## config.mk

```make
export PLATFORM = sky130hd
export DESIGN_NAME = fifo_rd_arbiter
export DESIGN_NICKNAME = d
export VERILOG_FILES = /design/src/rtl/fifo_rd_arbiter.sv
export SDC_FILE = /design/constraint.sdc
export NUM_CORES = 1
export LEC_CHECK = 0
export CAP_MARGIN = 0
export CORE_MARGIN = 10
export CORE_UTILIZATION = 40
export CTS_CLUSTER_DIAMETER = 200
export DETAILED_ROUTE_END_ITERATION = 7
export PLACE_DENSITY = 0.78
export SYNTH_ARGS = -nofsm -noshare
export SYNTH_HDL_FRONTEND = slang
export SYNTH_SLANG_ARGS = --single-unit
export TNS_END_PERCENT = 5
```

## constraint.sdc

```tcl
create_clock -name rclk -period 6.2 [get_ports rclk]
set_clock_uncertainty 0.15 [all_clocks]
set_input_delay 1.24 -clock rclk [delete_from_list [all_inputs] [get_ports rclk]]
set_output_delay 1.24 -clock rclk [all_outputs]
set_load 0.005 [all_outputs]
```

## src/rtl/fifo_rd_arbiter.sv

```systemverilog
// Round-robin read scheduler sharing one registered valid/ready stream among NumPorts FIFOs.
// Define FIFO_RD_ARB_STRICT0_EN to give port 0 strict priority at every arbitration.
module fifo_rd_arbiter #(
  parameter int NumPorts  = 4,
  parameter int DataWidth = 8,
  parameter int MaxBurst  = 4
) (
  input  logic                          rclk,
  input  logic                          rrst_n,
  input  logic [NumPorts-1:0]           rempty_i,
  input  logic [NumPorts*DataWidth-1:0] rdata_i,
  output logic [NumPorts-1:0]           rinc_o,
  output logic                          m_valid_o,
  input  logic                          m_ready_i,
  output logic [DataWidth-1:0]          m_data_o,
  output logic [$clog2(NumPorts)-1:0]   m_src_o,
  output logic                          busy_o
);

  // state | meaning
  // IDLE  | pick the next non-empty port; never pops
  // BURST | pop the granted port, up to MaxBurst words or until it drains
  typedef enum logic {IDLE, BURST} state_t;

  localparam int IdxW = $clog2(NumPorts);
  localparam int CntW = (MaxBurst > 1) ? $clog2(MaxBurst) : 1;
  localparam logic [CntW-1:0] LastCnt = CntW'(MaxBurst - 1);
  localparam logic [IdxW-1:0] LastIdx = IdxW'(NumPorts - 1);

  state_t            state, state_nxt;
  logic [IdxW-1:0]   rr_ptr, grant, pick, grant_inc;
  logic [CntW-1:0]   burst_cnt;
  logic              pick_vld;
  logic              load;
  int unsigned       search_idx;

  // First non-empty port at or after rr_ptr, wrapping.
  always_comb begin
    pick       = '0;
    pick_vld   = 1'b0;
    search_idx = 0;
    for (int i = 0; i < NumPorts; i++) begin
      search_idx = (int'(rr_ptr) + i) % NumPorts;
      if (!pick_vld && !rempty_i[IdxW'(search_idx)]) begin
        pick_vld = 1'b1;
        pick     = IdxW'(search_idx);
      end
    end
`ifdef FIFO_RD_ARB_STRICT0_EN
    if (!rempty_i[0]) begin
      pick = '0;
    end
`endif
  end

  assign grant_inc = (grant == LastIdx) ? '0 : grant + 1'b1;

  always_ff @(posedge rclk) begin
    if (!rrst_n) begin
      state <= IDLE;
    end else begin
      state <= state_nxt;
    end
  end

  always_comb begin
    state_nxt = state;
    load      = 1'b0;
    rinc_o    = '0;
    case (state)
      IDLE: begin
        if (pick_vld) begin
          state_nxt = BURST;
        end
      end
      BURST: begin
        load = !rempty_i[grant] && (!m_valid_o || m_ready_i);
        if (load && rrst_n) begin
          rinc_o[grant] = 1'b1;
        end
        // A drained port gives up the grant at once rather than stalling the others.
        if (rempty_i[grant] || (load && burst_cnt == LastCnt)) begin
          state_nxt = IDLE;
        end
      end
      default: state_nxt = IDLE;
    endcase
  end

  always_ff @(posedge rclk) begin
    if (!rrst_n) begin
      rr_ptr    <= '0;
      grant     <= '0;
      burst_cnt <= '0;
    end else if (state == IDLE) begin
      if (pick_vld) begin
        grant     <= pick;
        burst_cnt <= '0;
      end
    end else if (state_nxt == IDLE) begin
      rr_ptr    <= grant_inc;
      burst_cnt <= '0;
    end else if (load) begin
      burst_cnt <= burst_cnt + 1'b1;
    end
  end

  always_ff @(posedge rclk) begin
    if (!rrst_n) begin
      m_valid_o <= 1'b0;
      m_data_o  <= '0;
      m_src_o   <= '0;
    end else if (load) begin
      m_valid_o <= 1'b1;
      m_data_o  <= rdata_i[int'(grant) * DataWidth +: DataWidth];
      m_src_o   <= grant;
    end else if (m_ready_i) begin
      m_valid_o <= 1'b0;
    end
  end

  assign busy_o = (state == BURST);

endmodule

```

# Word level (Yosys, flattened, before mapping)
# Cells that the tools add are included.
# word_totals
output_inout_bits	16
ff_bits	18
# classes
n_addsub	5
magnitude_cmp	6
shift	1
reduce_logical	21
bitwise	2
muxes	33
eq_ne	3
# op_table
operator	count
$shiftx A32 B6 Y8	1
$mux W2	9
$lt A2 B3 Y1 const B	5
$mux W1	15
$bmux W1 S2	5
$mux W4	2
$logic_and A1 B1 Y1	7
$logic_not A1 Y1	7
$add A2 B1 Y2 const B	3
$reduce_and A2 Y1	3
$add A2 B2 Y2 const B	2
$eq A2 B2 Y1 const B	2
$reduce_bool A2 Y1	2
$ne A3 B2 Y1 const B	1
$demux W1 S2	1
$ge A2 B1 Y1 const B	1
$logic_or A1 B1 Y1	2
$not A1 Y1	2
$pmux W1 S2	1

# Logic depth before layout (Yosys ltp)
# logic_depth
ltp_word	16
mapped_depth	6

# Worst setup path before layout
# Ideal clock, no wire load.
# synth_path
kind	input -> output
start	input rempty_i[3]
end	output rinc_o[0]
required_ps	4810
stages	4
path_slack_ps	2412
path_buffers	1
t_arrival_ps	2398
path_cell_list	mux4_2 > nor3_4 > buf_6 > and3_1
# synth_between
elab_chain_cells	7
# synth_lines
item	line	rtl
start, declared	10	input logic [NumPorts-1:0] rempty_i,
$bmux W1 S2	77	load = !rempty_i[grant] && (!m_valid_o || m_ready_i);
$mux W1 (implied by the code)	77	
$logic_not A1 Y1	77	
$logic_and A1 B1 Y1	77	
$logic_and A1 B1 Y1	78	if (load && rrst_n) begin
$mux W4	78	
$mux W4	70	case (state)
end, declared	12	output logic [NumPorts-1:0] rinc_o,
# Every way passes these cells. The select of a mux whose other input is x is not followed.

# Worst setup path in the final report
# layout_path
start	input rempty_i[1]
end	output rinc_o[2]
# Same word-level chain as after synthesis.

==> metrics.md <==
| Metric | Value |
|---|---|
| Std cell rows | `19` |
| Finish-stage setup viols | `0` |
| Pwr/cell area | `181 mW/mm2` |
| Fmax | `196 MHz` |
| Io pins | `55` |
| Worst vdd rail ir drop | `between 150 and 200 uV` |
| First-pass DRT Iterations | `4` |
| Initial Util | `42.3%` |
| Min Tclk post-route | `5110 ps` |
| Seq/Total Area, Yosys | `30.6%` |
| Clk root buf | `clkbuf_4` |
| RSZ-0062 raised after global routing | `false` |
| Core ar. | `0.00278 mm2` |
| Layout cells sized above 1 | `under 10%` |
| Post-Route WL | `about 3400 um` |
| Slew Viols, Final | `0` |
| Global-route wire length before repair | `5270 um` |
| Syn_nets | `roughly 160` |
| Worst Path Max Fanout | `15` |
| Vias in the first global route | `1,131` |
| Max-cap viol count | `0` |
| Yosys reg bits | `18` |
| Top-area cell type share of the netlist area | `30.6%` |
| CTS Sinks | `18` |
| Endpoint kind of the worst setup timing path | `output pin` |
| Dpl ws | `1110 ps` |
| Avg Vias per Cell | `approximately 5.5` |
| Die height | `~74 um` |
| Setup TNS | `0 ps` |
| Tot GR Track Use | `approximately an eighth` |
| Critical path type | `in2out` |
| Top post-synthesis cells by area | `dfxtp_1 31%, mux4_2 13%, mux2i_1 9.4%` |
| Max-slew headroom | `47.7%` |
| Worst-case clock buffer depth | `2` |
| Avg Cell Area, Syn | `around 10 um2` |
| GR Overflow Total | `0` |
| Startpoint Class | `input pin` |
| CTS tree | `done` |
| Placer Congestion | `~0.85` |
| Die ar. | `0.00551 mm2` |
| Final hold slack | `333 ps` |
| Largest net degree at the start of global routing | `25` |
| Worst-skew pair later-pin latency | `300 ps` |
| Inserted Clock Buffers | `3` |
| Outcome | `complete, no violations` |
| Fin. Hold Viols | `0` |
| Layout net count | `213` |
| ANT nets after route | `0` |
| Initial antenna violation count | `0` |
| Min-Delay Path Class | `reg2reg` |
| Crit share post-route | `82.4%` |
| I/O Buffers | `54` |
| Clk slew on worst S/H paths | `between 100 and 150 ps` |
| Hpwl dp | `2680 um` |
| Post-Syn Area | `0.00118 mm2` |
| Yosys warning total | `0` |
| Die width | `approximately 74 um` |
| Netlist cell types | `34` |
| DR WL/cell | `17.1 um` |
| Slew @ Worst Pin | `782 ps` |
| DRC Markers | `0` |
| R2R setup slack | `approximately 3700 ps` |
| Cells after synthesis | `~120` |
| Total number of vias | `1,085` |
| P_leak | `0.000661 uW` |
| Crit path DAT | `~3700 ps` |
| Hold buffer count at CTS | `0` |
| Ant diodes | `0` |
| Post-CTS sizing | `0` |
| # fillers | `262` |
| Area Growth Syn to Fin | `49.8%` |
| DRT iter0 DRCs | `45` |
| Yosys top cell by area | `dfxtp_1` |
| Required @ worst endpoint | `just under 5000 ps` |
| Final WS setup | `roughly 1100 ps` |
| CTS H-tree lvls | `1` |
| Setup Buffers After CTS | `0` |
==> per-layer routing <==
layer  track usage (%)  share of wire [%]  up-vias
met5                 0                  0        -
met2              22.0                 51       35
met3              2.66                5.7        4
met4              2.64               0.53        0
met1              13.5                 43      512
li1                  -                  -      534
==> layout by cell type (no fill, tap or decap), drive strengths merged, types with 2 or more instances in the layout <==
cell,count
a21boi,3
a21oi,4
a32oi,2
and2,3
and3,5
clkbuf,4
clkdlybuf4s50,54
dfxtp,18
ha,5
inv,6
mux2i,11
mux4,9
nand2,9
nand2b,2
nand3b,2
nor2b,12
o21ai,5
o21bai,2
==> critical path: stages <==
cell and delay (ps):
clkdlybuf4s50_1 530, mux4_2 560, nor3_4 630, and3_1 250
clkdlybuf4s50_1 500
==> logic make-up (layout without fill, tap and decap cells) <==
group | Yosys count | in the layout | share of synthesized area, %
AO/OA/AOI/OAI | 23 | 23 | 13.2
flip-flops | 18 | 18 | 30.6
multiplexers | 20 | 20 | 27.2
buffers and inverters | 12 | 65 | 5.11
AND/OR/NAND/NOR | 37 | 37 | 18.5
adder cells (fa/ha/maj) | 5 | 5 | 5.32
==> per-stage QoR <==
step | power, uW | area (um2) | utilization (%) | std cells
floorplan | 198 | 1180 | - | 115
global route | 338 | 1760 | 63.3 | 199
detailed placement | 249 | 1730 | 62.0 | 195
global placement | 245 | 1730 | 62.0 | 195
finish | 319 | 1760 | 63.3 | 199
CTS | 323 | 1760 | 63.3 | 199
==> sequential cells by signal, indices dropped and copies added, names as in the netlist <==
signal,flops
m_src_o,2
m_data_o,8
m_valid_o,1
rr_ptr,2
busy_o,1
burst_cnt,2
grant,2
==> power breakdown <==
group,switching (uW),leakage [uW],internal [uW]
clock network,38.9,0.0000210,35.8
logic,38.9,0.000493,67.7
registers,12.4,0.000147,126
==> layout make-up <==
class,instances,area (um2),share of cell area [%]
clock buffer,4,36.3,2.06
tap,31,38.8,2.20
multi-input combinational,85,756,42.9
sequential,18,360,20.5
inverter,6,22.5,1.28
timing repair buffer,55,548,31.1
==> synthesized netlist by cell type (all sizes together) <==
cell type	count
o21bai	2
a211o	1
inv	6
nor3	1
nor2b	12
mux4	9
o22ai	1
nor2	1
clkbuf	2
dfxtp	18
nand3	1
and2	3
nand3b	2
a32oi	2
ha	5
a21o	1
nand2	9
a21oi	4
nand4	1
a2111oi	1
o21ai	5
mux2i	11
o2111ai	1
o2bb2ai	1
nand2b	2
a21boi	3
a31oi	1
buf	4
and3	5
==> final timing paths <==
| check | from | to | cells past startpoint |
|---|---|---|---|
| setup / recovery | rempty_i[1] | rinc_o[2] | 5 |
| hold / removal | m_src_o[0] | m_src_o[0] | 2 |
| setup reg to reg | grant[1] | m_data_o[0] | 4 |
| hold reg to reg | m_src_o[0] | m_src_o[0] | 2 |
Note: power is estimated with default switching activity, not from simulation.
